===== config.mk =====
export PLATFORM = sky130hd
export DESIGN_NAME = parity_frame_receiver_flat
export DESIGN_NICKNAME = d
export VERILOG_FILES = /design/src/rtl/parity_frame_receiver_if.sv /design/src/rtl/parity_frame_receiver.sv /design/src/flat_wrapper.sv
export SDC_FILE = /design/constraint.sdc
export NUM_CORES = 1
export LEC_CHECK = 0
export ABC_AREA = 1
export CAP_MARGIN = 15
export CELL_PAD_IN_SITES_DETAIL_PLACEMENT = 0
export CELL_PAD_IN_SITES_GLOBAL_PLACEMENT = 1
export CORE_ASPECT_RATIO = 1.4
export CORE_MARGIN = 2
export CORE_UTILIZATION = 40
export DETAILED_ROUTE_END_ITERATION = 16
export PLACE_DENSITY_LB_ADDON = 0.1
export SLEW_MARGIN = 0
export SYNTH_ARGS = -nofsm -noshare
export SYNTH_HDL_FRONTEND = slang
export SYNTH_SLANG_ARGS = --single-unit

===== constraint.sdc =====
create_clock -name clk -period 1.4 [get_ports clk]
set_input_delay 0.28 -clock clk [delete_from_list [all_inputs] [get_ports clk]]
set_output_delay 0.28 -clock clk [all_outputs]
set_load 0.1 [all_outputs]

===== src/rtl/parity_frame_receiver_if.sv =====
// Serial line and recovered-word outputs of parity_frame_receiver.
// The slave modport is the receiver; the master modport is the line driver / consumer.
interface parity_frame_receiver_if;
    logic       rx;
    logic [7:0] data_out;
    logic       parity_out;
    logic       frame_valid;
    logic       framing_err;
    logic       busy;

    modport master (
        output rx,
        input  data_out, parity_out, frame_valid, framing_err, busy
    );

    modport slave (
        input  rx,
        output data_out, parity_out, frame_valid, framing_err, busy
    );
endinterface


===== src/rtl/parity_frame_receiver.sv =====
// Receives start + 8 data (LSB first) + parity + stop frames and presents the
// byte and raw parity bit as a parallel word; parity itself is not checked here.
module parity_frame_receiver #(
    parameter int CLKS_PER_BIT = 16
) (
    input logic               clk,
    input logic               rst_n,
    parity_frame_receiver_if.slave bus
);
    localparam int CNT_W = $clog2(CLKS_PER_BIT);
    localparam logic [CNT_W-1:0] HALF_END = CNT_W'(CLKS_PER_BIT / 2 - 1);
    localparam logic [CNT_W-1:0] BIT_END  = CNT_W'(CLKS_PER_BIT - 1);

    typedef enum logic [2:0] {IDLE, START, DATA, PARITY, STOP, BREAK} state_t;

    state_t           state, state_nx;
    logic [1:0]       sync_q;
    logic             rx_s;
    logic [CNT_W-1:0] cnt, cnt_nx;
    logic [2:0]       bit_idx, bit_idx_nx;
    logic [7:0]       shift, shift_nx;
    logic             par_hold, par_nx;
    logic [7:0]       data_q, data_nx;
    logic             parity_q, parity_nx;
    logic             fv_q, fv_nx;
    logic             fe_q, fe_nx;
    logic             busy_q;

    assign rx_s = sync_q[1];

    always_ff @(posedge clk or negedge rst_n) begin
        if (!rst_n) begin
            sync_q   <= 2'b11;
            state    <= IDLE;
            cnt      <= '0;
            bit_idx  <= '0;
            shift    <= '0;
            par_hold <= 1'b0;
            data_q   <= '0;
            parity_q <= 1'b0;
            fv_q     <= 1'b0;
            fe_q     <= 1'b0;
            busy_q   <= 1'b0;
        end else begin
            sync_q   <= {sync_q[0], bus.rx};
            state    <= state_nx;
            cnt      <= cnt_nx;
            bit_idx  <= bit_idx_nx;
            shift    <= shift_nx;
            par_hold <= par_nx;
            data_q   <= data_nx;
            parity_q <= parity_nx;
            fv_q     <= fv_nx;
            fe_q     <= fe_nx;
            busy_q   <= (state_nx != IDLE);
        end
    end

    always_comb begin
        state_nx   = state;
        cnt_nx     = cnt;
        bit_idx_nx = bit_idx;
        shift_nx   = shift;
        par_nx     = par_hold;
        data_nx    = data_q;
        parity_nx  = parity_q;
        fv_nx      = 1'b0;
        fe_nx      = 1'b0;
        case (state)
            IDLE: begin
                if (!rx_s) begin
                    state_nx = START;
                    cnt_nx   = '0;
                end
            end
            START: begin
                if (cnt == HALF_END) begin
                    cnt_nx = '0;
                    // A start bit that is no longer low at mid-bit is line noise.
                    if (!rx_s) begin
                        state_nx   = DATA;
                        bit_idx_nx = '0;
                    end else begin
                        state_nx = IDLE;
                    end
                end else begin
                    cnt_nx = cnt + CNT_W'(1);
                end
            end
            DATA: begin
                if (cnt == BIT_END) begin
                    cnt_nx            = '0;
                    shift_nx[bit_idx] = rx_s;
                    bit_idx_nx        = bit_idx + 3'd1;
                    if (bit_idx == 3'd7) state_nx = PARITY;
                end else begin
                    cnt_nx = cnt + CNT_W'(1);
                end
            end
            PARITY: begin
                if (cnt == BIT_END) begin
                    cnt_nx   = '0;
                    par_nx   = rx_s;
                    state_nx = STOP;
                end else begin
                    cnt_nx = cnt + CNT_W'(1);
                end
            end
            STOP: begin
                if (cnt == BIT_END) begin
                    cnt_nx = '0;
                    if (rx_s) begin
                        fv_nx     = 1'b1;
                        data_nx   = shift;
                        parity_nx = par_hold;
                        state_nx  = IDLE;
                    end else begin
                        fe_nx    = 1'b1;
                        state_nx = BREAK;
                    end
                end else begin
                    cnt_nx = cnt + CNT_W'(1);
                end
            end
            BREAK: begin
                // Hold off until the line returns high so a stuck-low line is not a start bit.
                if (rx_s) state_nx = IDLE;
            end
            default: begin
                state_nx = IDLE;
                cnt_nx   = '0;
            end
        endcase
    end

    assign bus.data_out    = data_q;
    assign bus.parity_out  = parity_q;
    assign bus.frame_valid = fv_q;
    assign bus.framing_err = fe_q;
    assign bus.busy        = busy_q;
endmodule


===== src/flat_wrapper.sv =====
// flat-port wrapper written by rule: the top's interface ports become plain ports
module parity_frame_receiver_flat 
#(
    parameter int CLKS_PER_BIT = 16
)
  (clk, rst_n, bus_rx, bus_data_out, bus_parity_out, bus_frame_valid, bus_framing_err, bus_busy);
  parity_frame_receiver_if bus_i ();
  input logic clk;
  input logic rst_n;
  input wire logic [$bits(bus_i.rx)-1:0] bus_rx;
  output wire logic [$bits(bus_i.data_out)-1:0] bus_data_out;
  output wire logic [$bits(bus_i.parity_out)-1:0] bus_parity_out;
  output wire logic [$bits(bus_i.frame_valid)-1:0] bus_frame_valid;
  output wire logic [$bits(bus_i.framing_err)-1:0] bus_framing_err;
  output wire logic [$bits(bus_i.busy)-1:0] bus_busy;
  assign bus_i.rx = bus_rx;
  assign bus_data_out = bus_i.data_out;
  assign bus_parity_out = bus_i.parity_out;
  assign bus_frame_valid = bus_i.frame_valid;
  assign bus_framing_err = bus_i.framing_err;
  assign bus_busy = bus_i.busy;
  parity_frame_receiver #(.CLKS_PER_BIT(CLKS_PER_BIT)) u_core (.clk(clk), .rst_n(rst_n), .bus(bus_i));
endmodule

==> flow_results.xml, run 1 <==
<?xml version="1.0" encoding="UTF-8"?>
<metrics>
  <group name="yosys">
    <metric name="synthDistinctLibCells" unit="">26</metric>
    <metric name="ys.warnings.count" unit="">0</metric>
    <metric name="ys_seq_elements" unit="">33</metric>
    <metric name="post_synth_edffs" unit="">0</metric>
    <metric name="synth_area_per_cell" unit="um^2">8.91</metric>
    <metric name="yosysSeqAreaShare" unit="%">52.8</metric>
    <metric name="syn-num-nets" unit="">182</metric>
    <metric name="synthesis.instances" unit="">176</metric>
    <metric name="synth-async-reset-ratio" unit="%">100</metric>
    <metric name="netlist_area_pre_place" unit="mm^2">0.00157</metric>
    <metric name="dominantRegCellSynth" unit="">dfrtp_1</metric>
  </group>
  <group name="critical_path">
    <metric name="largest_stage_delay_on_the_critical_path" unit="ns">0.40</metric>
    <metric name="reg2reg_slack" unit="ns">0.03</metric>
    <metric name="worst-endpoint-required" unit="ns">1.62</metric>
    <metric name="worstSetupEndpointType" unit="">flop</metric>
    <metric name="timing.critical_path.fanout_max" unit="">7</metric>
    <metric name="worstPathCellList" unit="">ha_4 &gt; nand2_4 &gt; nor2_4 &gt; nand3_4 &gt; inv_6 &gt; nand2_2 &gt; nand2_1</metric>
    <metric name="regToRegStartpoint" unit="">u_core.cnt[1]</metric>
    <metric name="crit_path_top_delay_cell" unit="">dfrtp_1</metric>
    <metric name="critPathLaunchType" unit="">flop</metric>
    <metric name="worst_ep_arrival_time" unit="ns">1.59</metric>
    <metric name="critical_path_origin" unit="">u_core.cnt[1]</metric>
    <metric name="worstSetupPathType" unit="">flop to flop</metric>
  </group>
  <group name="grt">
    <metric name="grt_start_max_net_pins" unit="">22</metric>
    <metric name="antenna_found_initial" unit="">0</metric>
    <metric name="grt_first_pass_wirelength" unit="mm">5.99</metric>
    <metric name="first_global_vias" unit="">1281</metric>
    <metric name="grt.overflow.total" unit="">0</metric>
    <metric name="grt_use_total" unit="%">17.6</metric>
  </group>
  <group name="detailed_routing">
    <metric name="ant_nets" unit="">0</metric>
    <metric name="dr.first_iter.drc_count" unit="">20</metric>
    <metric name="drt_pass1_iterations" unit="">4</metric>
    <metric name="routed_length_per_instance" unit="um">13.7</metric>
    <metric name="drc_viols" unit="">0</metric>
    <metric name="postRouteWirelength" unit="mm">3.50</metric>
    <metric name="route.vias.total" unit="">1260</metric>
    <metric name="detailed_route_vias_per_instance" unit="">4.94</metric>
  </group>
  <group name="placed_design">
    <metric name="dpl.hpwl" unit="mm">2.51</metric>
    <metric name="place_congestion" unit="">0.798</metric>
    <metric name="placed_area" unit="mm^2">0.00194</metric>
    <metric name="io_buffers" unit="">14</metric>
  </group>
  <group name="power_and_ir_drop">
    <metric name="power_density" unit="mW/mm^2">1360</metric>
    <metric name="power.ir.vdd_worst" unit="mV">1.24</metric>
    <metric name="power.leakage" unit="nW">1.06</metric>
  </group>
  <group name="layout">
    <metric name="share_of_post_route_cells_with_drive_strength_above_1" unit="%">33.8</metric>
    <metric name="insertedDiodeCount" unit="">0</metric>
    <metric name="final_util" unit="%">58.8</metric>
    <metric name="final_nets" unit="">218</metric>
    <metric name="mostFrequentLayoutCell" unit="">nand2_1</metric>
    <metric name="post-route-cell-area" unit="mm^2">0.00218</metric>
    <metric name="layout_area_overhead" unit="%">38.9</metric>
    <metric name="final_cell_mix" unit="">nand2_1, dfrtp_1, buf_4</metric>
  </group>
  <group name="clock_tree">
    <metric name="cts.htree.levels" unit="">2</metric>
    <metric name="clock_pin_slew_reported_for_the_worst_setup_and_hold_paths_after_clock_tree_synthesis" unit="ns">0.07</metric>
    <metric name="cts_max_path_buffers" unit="">2</metric>
    <metric name="cts_tree" unit="">yes</metric>
    <metric name="cts-hold-fix-buffers" unit="">0</metric>
    <metric name="insertion_delay_to_the_later_sink_of_the_worst_skew_pair" unit="ns">0.28</metric>
    <metric name="numCtsBuffers" unit="">5</metric>
    <metric name="clock_tree.root_cell" unit="">clkbuf_8</metric>
    <metric name="numClockSinks" unit="">33</metric>
  </group>
  <group name="sta">
    <metric name="final_min_period_over_clock_period" unit="%">98.1</metric>
    <metric name="final_hold_viol_count" unit="">0</metric>
    <metric name="final-max-slew-violation-count" unit="">0</metric>
    <metric name="setup_violation_total_in_the_final_timing_report" unit="">0</metric>
    <metric name="period_minus_slack" unit="ns">1.37</metric>
    <metric name="clock.fmax" unit="MHz">728</metric>
    <metric name="worst_pin_slew" unit="ns">0.343</metric>
    <metric name="timing.clock.skew" unit="ns">0.00398</metric>
    <metric name="rsz_0062_raised_after_global_routing" unit="">true</metric>
    <metric name="worst_slew_margin_rel" unit="%">77.1</metric>
  </group>
  <group name="min_path">
    <metric name="min-delay-path-class" unit="">input pin to asynchronous set/reset pin</metric>
  </group>
  <group name="floorplanning">
    <metric name="num_io_pins" unit="">15</metric>
    <metric name="fp.dieArea" unit="mm^2">0.00445</metric>
    <metric name="die_x" unit="um">56.9</metric>
    <metric name="placement_rows" unit="">26</metric>
    <metric name="dieHeight" unit="um">78.1</metric>
    <metric name="fp.coreArea" unit="mm^2">0.00371</metric>
    <metric name="initial_utilization" unit="%">42.3</metric>
  </group>
  <group name="job">
    <metric name="cap_viol_max_count" unit="">0</metric>
  </group>
  <group name="outcome">
    <metric name="run_status" unit="">complete, no violations</metric>
  </group>
</metrics>
[layer usage]
layer,share of wire [%],vias to the layer above,GRT usage [%]
met3,3.2,6,4.12
met1,39,591,19.0
met2,56,29,32.1
met4,1.7,0,7.44
li1,-,634,-
met5,0,-,0
[repair_timing]
item / CTS / global route
setup buffers: 1 / 6
gates resized for setup: 5 / 16
endpoints found under the setup margin: 13 / 15
pin swaps: 5 / 8
hold endpoints to repair: 0 / 0
cloned: 1 / 0
[cell type report]
type | instances | area [um^2]
Clock buffer | 7 | 86.3
Clock inverter | 1 | 30.0
Fill cell | 332 | 1530
Inverter | 17 | 68.8
Multi-Input combinational cell | 123 | 717
Sequential cell | 33 | 830
Tap cell | 42 | 52.6
Timing Repair Buffer | 32 | 395
[cell usage after synthesis, types with 3 or more instances]
library cell / n / share of area (%)
buf_2: 3 / 0.96
dfrtp_1: 31 / 49
ha_1: 3 / 2.4
inv_1: 14 / 3.3
inv_2: 3 / 0.72
nand2_1: 53 / 13
nand2_2: 3 / 1.2
nand3_1: 13 / 4.1
nor2_1: 11 / 2.6
nor2_2: 5 / 2.0
o21ai_0: 6 / 1.9
o21ai_1: 8 / 2.6
o21ai_2: 4 / 2.2
[registers in the layout, summed over array words and instances, names as in the netlist]
register                flops
u_core.cnt                  4
u_core.state                3
u_core.bus.busy             1
u_core.bus.framing_err      1
u_core.sync_q               2
u_core.bit_idx              3
u_core.bus.parity_out       1
u_core.bus.data_out         8
u_core.bus.frame_valid      1
u_core.par_hold             1
u_core.shift                8
[through the flow]
step | total power, mW | TNS [ns] | setup slack, ns | hold WS (ns) | instances
after floorplan | 1.72 | 0 | 0.0467 | -0.0156 | 176
final | 2.97 | 0 | 0.0270 | 0.337 | 255
after global routing | 3.16 | -0.484 | -0.0528 | 0.363 | 255
after detailed placement | 2.02 | -0.279 | -0.0544 | 0.352 | 239
after global placement | 2.00 | -0.134 | -0.0296 | 0.349 | 239
after CTS | 3.00 | 0 | 0.0142 | 0.333 | 249
[worst max-delay path: cells and delay by family, from the launching register on]
kind,cells,cell delay (ns)
simple gates,5,0.58
fa+ha+maj,1,0.20
flops,1,0.40
buf+inv,1,0.14
[logic make-up (layout without fill, tap and decap cells)]
logic type               count (synthesis)  in the layout  synth area share (%)
buffers and inverters                   21             57                  5.74
AO/OA/AOI/OAI                           22             22                  8.29
flip-flops                              33             33                  52.8
AND/OR/NAND/NOR                         95             96                  29.7
XOR/XNOR                                 2              2                  1.12
adder cells (fa/ha/maj)                  3              3                  2.39
[path summary, 6_finish.rpt]
kind                       depth (start not counted)                     end
max reg2reg                                        7  u_core.bus.data_out[3]
max                                                7  u_core.bus.data_out[3]
min                                                2           u_core.cnt[0]
min reg2reg                                        0        u_core.sync_q[1]
min in group clk                                   0        u_core.sync_q[1]
max in group asynchronous                          2         u_core.shift[2]
[report_power, final]
part / switching (mW) / total (mW) / internal [mW]
Combinational: 0.521 / 0.864 / 0.344
Sequential: 0.135 / 1.20 / 1.07
Clock: 0.325 / 0.905 / 0.580
Note: power is estimated with default switching activity, not from simulation.
==> run 2, diff against run 1 <==
- SLEW_MARGIN: 0 -> unset
==> results of run 2 <==
No change in the layout: final DEF, timing and power equal those of run 1.
==> run 3, diff against run 2 <==
- GPL_ROUTABILITY_DRIVEN: unset -> 0
==> results of run 3 <==
No change in the layout: final DEF, timing and power equal those of run 1.
